**src/rtl/axi4_burst_splitter_pkg.sv**
```systemverilog
// Shared constants, FSM state type and helpers for the AXI4 burst splitter.
package axi4_burst_splitter_pkg;

  localparam int unsigned AXI4_MAX_BURST_LEN  = 256;
  localparam int unsigned AXI4_BOUNDARY_BYTES = 4096;

  localparam logic AXI4_DIR_READ  = 1'b0;
  localparam logic AXI4_DIR_WRITE = 1'b1;

  typedef enum logic [1:0] {
    ST_AXI_BURST_SPLIT_IDLE  = 2'd0,
    ST_AXI_BURST_SPLIT_CALC  = 2'd1,
    ST_AXI_BURST_SPLIT_ISSUE = 2'd2
  } st_axi4_burst_split_t;

  // Larger of two widths, used to size comparisons.
  function automatic int unsigned max_u(input int unsigned a, input int unsigned b);
    return (a > b) ? a : b;
  endfunction

endpackage

```
**src/rtl/axi4_burst_len_calc.sv**
```systemverilog
// Beats in the next burst: min(remaining, beat cap, beats left before the 4 KiB boundary).
module axi4_burst_len_calc
  import axi4_burst_splitter_pkg::*;
#(
  parameter int unsigned AXI_DATA_WIDTH  = 32,
  parameter int unsigned MAX_BURST_LEN   = AXI4_MAX_BURST_LEN,
  parameter int unsigned CMD_BEATS_WIDTH = 32
) (
  input  logic [11:0]                addr_offset,
  input  logic [CMD_BEATS_WIDTH-1:0] remaining,
  output logic [8:0]                 burst_beats_c
);

  localparam int unsigned BYTE_SHIFT = $clog2(AXI_DATA_WIDTH / 8);
  localparam int unsigned CMP_W      = max_u(CMD_BEATS_WIDTH, 13);

  logic [12:0]      bytes_to_4k;
  logic [CMP_W-1:0] beats_to_4k;
  logic [CMP_W-1:0] rem_ext;
  logic [CMP_W-1:0] cap;
  logic [CMP_W-1:0] beats;

  // Address is beat-aligned, so the shift divides exactly.
  always_comb begin
    bytes_to_4k = 13'(AXI4_BOUNDARY_BYTES) - {1'b0, addr_offset};
    beats_to_4k = CMP_W'(bytes_to_4k >> BYTE_SHIFT);
    rem_ext     = CMP_W'(remaining);
    cap         = CMP_W'(MAX_BURST_LEN);
    beats       = rem_ext;
    if (cap < beats)         beats = cap;
    if (beats_to_4k < beats) beats = beats_to_4k;
    burst_beats_c = 9'(beats);
  end

endmodule

```
**src/rtl/axi4_burst_splitter.sv**
```systemverilog
// Splits user transfer commands into AXI4 INCR burst descriptors (beat cap, no 4 KiB crossing).
module axi4_burst_splitter
  import axi4_burst_splitter_pkg::*;
#(
  parameter int unsigned AXI_ADDR_WIDTH  = 32,
  parameter int unsigned AXI_DATA_WIDTH  = 32,
  parameter int unsigned MAX_BURST_LEN   = AXI4_MAX_BURST_LEN,
  parameter int unsigned CMD_BEATS_WIDTH = 32
) (
  input  logic                       clk,
  input  logic                       rst,
  input  logic                       cmd_valid,
  output logic                       cmd_ready,
  input  logic [AXI_ADDR_WIDTH-1:0]  cmd_addr,
  input  logic [CMD_BEATS_WIDTH-1:0] cmd_beats,
  input  logic                       cmd_dir,
  output logic                       burst_valid,
  input  logic                       burst_ready,
  output logic [AXI_ADDR_WIDTH-1:0]  burst_addr,
  output logic [7:0]                 burst_len,
  output logic                       burst_dir,
  output logic                       burst_last,
  output logic                       busy,
  output logic                       done
);

  localparam int unsigned BYTES_PER_BEAT = AXI_DATA_WIDTH / 8;
  localparam int unsigned BYTE_SHIFT     = $clog2(BYTES_PER_BEAT);
  localparam int unsigned CMP_W          = max_u(CMD_BEATS_WIDTH, 13);
  localparam logic [AXI_ADDR_WIDTH-1:0] ADDR_MASK = ~AXI_ADDR_WIDTH'(BYTES_PER_BEAT - 1);

  localparam logic [1:0] ST_IDLE  = ST_AXI_BURST_SPLIT_IDLE;
  localparam logic [1:0] ST_CALC  = ST_AXI_BURST_SPLIT_CALC;
  localparam logic [1:0] ST_ISSUE = ST_AXI_BURST_SPLIT_ISSUE;

  logic [1:0]                 state_q, state_d;
  logic [AXI_ADDR_WIDTH-1:0]  addr_q, addr_d;
  logic [CMD_BEATS_WIDTH-1:0] remaining_q, remaining_d;
  logic                       dir_q, dir_d;
  logic [8:0]                 beats_q, beats_d;
  logic                       idle_q, idle_d;
  logic                       burst_valid_d;
  logic [AXI_ADDR_WIDTH-1:0]  burst_addr_d;
  logic [7:0]                 burst_len_d;
  logic                       burst_dir_d;
  logic                       burst_last_d;
  logic                       busy_d;
  logic                       done_d;
  logic [8:0]                 beats_c;

  axi4_burst_len_calc #(
    .AXI_DATA_WIDTH  (AXI_DATA_WIDTH),
    .MAX_BURST_LEN   (MAX_BURST_LEN),
    .CMD_BEATS_WIDTH (CMD_BEATS_WIDTH)
  ) u_len_calc (
    .addr_offset   (addr_q[11:0]),
    .remaining     (remaining_q),
    .burst_beats_c (beats_c)
  );

  // Ready is forced low while reset is held so no command slips in during reset.
  assign cmd_ready = idle_q & ~rst;

  // State and datapath registers.
  always_ff @(posedge clk) begin
    if (rst) begin
      state_q     <= ST_IDLE;
      addr_q      <= '0;
      remaining_q <= '0;
      dir_q       <= 1'b0;
      beats_q     <= '0;
      idle_q      <= 1'b1;
      burst_valid <= 1'b0;
      burst_addr  <= '0;
      burst_len   <= '0;
      burst_dir   <= 1'b0;
      burst_last  <= 1'b0;
      busy        <= 1'b0;
      done        <= 1'b0;
    end else begin
      state_q     <= state_d;
      addr_q      <= addr_d;
      remaining_q <= remaining_d;
      dir_q       <= dir_d;
      beats_q     <= beats_d;
      idle_q      <= idle_d;
      burst_valid <= burst_valid_d;
      burst_addr  <= burst_addr_d;
      burst_len   <= burst_len_d;
      burst_dir   <= burst_dir_d;
      burst_last  <= burst_last_d;
      busy        <= busy_d;
      done        <= done_d;
    end
  end

  // Next-state and next-output logic.
  always_comb begin
    state_d       = state_q;
    addr_d        = addr_q;
    remaining_d   = remaining_q;
    dir_d         = dir_q;
    beats_d       = beats_q;
    burst_valid_d = burst_valid;
    burst_addr_d  = burst_addr;
    burst_len_d   = burst_len;
    burst_dir_d   = burst_dir;
    burst_last_d  = burst_last;
    done_d        = 1'b0;

    case (state_q)
      ST_IDLE: begin
        if (cmd_valid && cmd_ready) begin
          addr_d      = cmd_addr & ADDR_MASK;
          remaining_d = cmd_beats;
          dir_d       = cmd_dir;
          if (cmd_beats == '0) done_d  = 1'b1;
          else                 state_d = ST_CALC;
        end
      end
      ST_CALC: begin
        beats_d       = beats_c;
        burst_addr_d  = addr_q;
        burst_len_d   = 8'(beats_c - 9'd1);
        burst_dir_d   = dir_q;
        burst_last_d  = (CMP_W'(beats_c) == CMP_W'(remaining_q));
        burst_valid_d = 1'b1;
        state_d       = ST_ISSUE;
      end
      ST_ISSUE: begin
        if (burst_valid && burst_ready) begin
          burst_valid_d = 1'b0;
          addr_d        = addr_q + (AXI_ADDR_WIDTH'(beats_q) << BYTE_SHIFT);
          remaining_d   = remaining_q - CMD_BEATS_WIDTH'(beats_q);
          if (burst_last) begin
            done_d  = 1'b1;
            state_d = ST_IDLE;
          end else begin
            state_d = ST_CALC;
          end
        end
      end
      default: state_d = ST_IDLE;
    endcase

    idle_d = (state_d == ST_IDLE);
    busy_d = (state_d != ST_IDLE);
  end

endmodule

```
**config.mk**
```make
export PLATFORM = sky130hd
export DESIGN_NAME = axi4_burst_splitter
export DESIGN_NICKNAME = d
export VERILOG_FILES = /design/src/rtl/axi4_burst_splitter_pkg.sv /design/src/rtl/axi4_burst_len_calc.sv /design/src/rtl/axi4_burst_splitter.sv
export SDC_FILE = /design/constraint.sdc
export NUM_CORES = 1
export LEC_CHECK = 0
export ABC_AREA = 0
export BUFFER_PORTS_ARGS = -buffer_cell sky130_fd_sc_hd__clkbuf_2
export CAP_MARGIN = 20
export CORE_MARGIN = 1.5
export CORE_UTILIZATION = 45
export DETAILED_ROUTE_END_ITERATION = 10
export PLACE_DENSITY = 0.8
export SKIP_LAST_GASP = 1
export SYNTH_ARGS = -nofsm -noshare
export SYNTH_HDL_FRONTEND = slang
export SYNTH_SLANG_ARGS = --single-unit
export TNS_END_PERCENT = 1
```
**constraint.sdc**
```tcl
create_clock -name clk -period 4.4 [get_ports clk]
set_input_delay 0.88 -clock clk [delete_from_list [all_inputs] [get_ports clk]]
set_output_delay 0.88 -clock clk [all_outputs]
set_load 0.03 [all_outputs]
```
==> results.txt <==
status = finished, final reports clean
Reg2Reg Setup Slack = 0.002 ns
Syn Area/Cell = 7.62 um2
initial antenna violation count = 0
fin cells = 1301
first-pass GRT wire length = 37300 um
DRT Pass-1 Iters = 8
Row Count = 46
Hold Path End = burst_len[7]$_SDFFE_PP0P_
sequential share of power = 30.8%
Total GRT Usage = 27.8%
CTS tree = built
fin nets = 1174
clock share of power = 39.3%
min setup slack post-route = 0.00155 ns
RSZ-0062 raised after global routing = true
Core ar. = 15900 um2
DRC viols = 0
FFs w/ async S/R, synth = 0%
Seq/Total Area, Yosys = 32.3%
clk_skew = 0.00971 ns
Power Total = 3900 uW
r2r startpoint = remaining_q[16]$_SDFFE_PP0P_
Synth Cell Area = 7310 um2
placed cells = 1266
Sink Count = 118
crit path launch type = flip-flop
worst-margin pin slew = 1.02 ns
die height = 130 um
YS warnings = 0
Post-Syn Instances = 960
EDFF count, synth = 0
commonest cells after routing, fill and taps aside = nand2_1 (121), dfxtp_1 (116), clkbuf_2 (109)
I/O Pins = 115
P_sw = 1290 uW
power density cells = 433 nW/um2
cts bufs inserted = 17
Pint = 2610 uW
commonest non-fill, non-tap cell in the layout = nand2_1
CP Capture Type = flip-flop
Final setup viols = 0
GRT Residual Overflow = 0
peak supply drop = 0.316 mV
Max Fanout on Critical Path = 8
Die Area = 17000 um2
Reg2Reg Depth = 17
layout cells sized above 1 = 20.8%
min-delay src = burst_len[7]$_SDFFE_PP0P_
via count = 7925
IO buf count = 110
Synth cell types = 63
Required @ worst endpoint = 4.76 ns
vias in the first global route = 7227
WP data arrival = 4.76 ns
Hold Crit Depth = 2
post-place setup slack = -0.0873 ns
critical path class = flip-flop to flip-flop
ys flop type = dfxtp_1
DRT Wirelength = 23100 um
post-route cell area = 9010 um2
relative slew slack = 32.2%
Avg Vias per Cell = 6.09
CTS hold repair buffers = 0
CTS root buf = clkbuf_16
placed instance area = 8280 um2
Worst-path clk slew = 0.05 ns
Combinational Power Share = 29.9%
dpl hpwl = 16000 um
DR WL/cell = 17.8 um
largest net degree at the start of global routing = 58
clock period minus worst slack = 4.40 ns
largest cells by area after synthesis = dfxtp_1 (32%), nand2_1 (6.3%), ha_1 (5.3%)
H-tree Lvls = 4
Detail Route Antenna Nets = 0
Worst R2R End = burst_len[4]$_SDFFE_PP0P_
starting density of the core = 46.0%
flops & latches, synth = 118
Hold Crit Class = flip-flop to flip-flop
Setup TNS Final = 0 ns
clk_lat worst skew = 0.43 ns
sw frac = 33.1%
P&R area growth vs syn = 23.2%
Max Buffers Root-to-Sink = 2
max-slew violations = 0
final worst path period share = 100%
Max Fclk = 227 MHz
DRT iter0 DRCs = 795
leakage = 0.00355 uW
final RePlAce weighted congestion = 0.953
Max-Cap Viols = 0
diode count = 0
number of hold violations in the final report = 0
cell taking the most area after synthesis = dfxtp_1
post-synth top area share = 32.3%
DIE WIDTH = 130 um
-- layer usage --
layer,vias to the layer above,track usage [%],wire length (um)
li1,3793,-,-
met3,60,5.99,1910
met5,-,0,0
met2,362,42.8,10700
met1,3710,37.4,9840
met4,0,12.5,685
-- final cells by class --
type	instances	area, um2
inverter	36	135
sequential	118	2360
fill	1486	6870
clock inverter	11	171
tap	216	270
timing repair buffer	163	962
multi-input combinational	736	4630
clock buffer	21	480
-- what timing repair did --
item	CTS	global route
buffers inserted	2	0
hold endpoints to repair	0	0
gates resized for setup	12	1
pin swaps	9	0
endpoints found under the setup margin	2	3
-- Yosys cell counts, drive strengths merged, types with 6 or more instances --
| master | n |
|---|---|
| a211oi | 29 |
| and4 | 10 |
| or4 | 11 |
| xor2 | 13 |
| o21ai | 33 |
| nand2b | 7 |
| a21oi | 76 |
| xnor2 | 13 |
| clkbuf | 62 |
| o311ai | 10 |
| nor3 | 34 |
| nand3b | 6 |
| o211ai | 12 |
| a22oi | 6 |
| nand3 | 38 |
| a31oi | 18 |
| nor4 | 27 |
| o21a | 6 |
| inv | 36 |
| o32ai | 6 |
| nor2b | 11 |
| or3 | 13 |
| ha | 31 |
| dfxtp | 118 |
| a21o | 8 |
| nor2 | 79 |
| a311oi | 15 |
| a2111oi | 6 |
| nand2 | 123 |
| nand4 | 16 |
| buf | 10 |
| and3 | 18 |
-- registers in the layout, summed over array words and instances (netlist names) --
signal	flops
burst_len	8
idle_q	1
burst_dir	1
beats_q	9
dir_q	1
busy	1
remaining_q	32
done	1
burst_addr	30
burst_valid	1
state_q	2
addr_q	30
burst_last	1
-- worst max-delay path, stage by stage, from the launching register on --
cell and delay [ns]:
dfxtp_2 0.31, or4_4 0.53, or4_4 0.45, a2111oi_4 0.31
buf_6 0.19, buf_6 0.12, nand2_1 0.06, ha_1 0.29
o21ai_1 0.08, o21ai_1 0.19, nand3_1 0.15, o211ai_4 0.26
mux2_4 0.35, ha_4 0.17, a21boi_0 0.12, mux2_4 0.26
or4_1 0.39, nand3_1 0.07
-- per-stage QoR --
| stage | utilization (%) | hold WS (ns) |
|---|---|---|
| floorplan | - | 0.432 |
| global placement | 52.1 | 0.439 |
| detailed placement | 52.1 | 0.444 |
| CTS | 56.6 | 0.451 |
| global route | 56.7 | 0.464 |
| finish | 56.7 | 0.449 |
-- power by group through the flow --
stage                     clock network (uW)  logic, uW  registers (uW)
after floorplan                            0        739            1230
after global placement                     0       1070            1220
after detailed placement                   0       1090            1220
after CTS                               1540       1130            1200
after global routing                    1580       1270            1210
final                                   1530       1170            1200
-- cell families (layout without fill, tap and decap cells) --
| kind of cell | count (synthesis) | after routing | synth area share [%] |
|---|---|---|---|
| fa+ha+maj | 33 | 33 | 5.85 |
| buf+inv | 108 | 231 | 5.70 |
| compound gates | 263 | 263 | 24.3 |
| mux | 5 | 5 | 0.787 |
| other cells | 2 | 4 | 0.103 |
| xor+xnor | 26 | 26 | 3.11 |
| flops | 118 | 118 | 32.3 |
| simple gates | 405 | 405 | 27.8 |
-- worst max-delay path by stage --
stage | slack, ns | to | from | cells past startpoint
detailed placement | -0.09 | burst_len[4]$_SDFFE_PP0P_ | remaining_q[9]$_SDFFE_PP0P_ | 18
floorplan | -0.18 | burst_len[4]$_SDFFE_PP0P_ | remaining_q[9]$_SDFFE_PP0P_ | 20
CTS | 0.03 | burst_len[4]$_SDFFE_PP0P_ | remaining_q[16]$_SDFFE_PP0P_ | 17
finish | 0.002 | burst_len[4]$_SDFFE_PP0P_ | remaining_q[16]$_SDFFE_PP0P_ | 17
global placement | -0.03 | burst_len[4]$_SDFFE_PP0P_ | remaining_q[9]$_SDFFE_PP0P_ | 17
global route | -0.20 | burst_len[4]$_SDFFE_PP0P_ | remaining_q[16]$_SDFFE_PP0P_ | 19
Power figures use the tool's default switching activity.
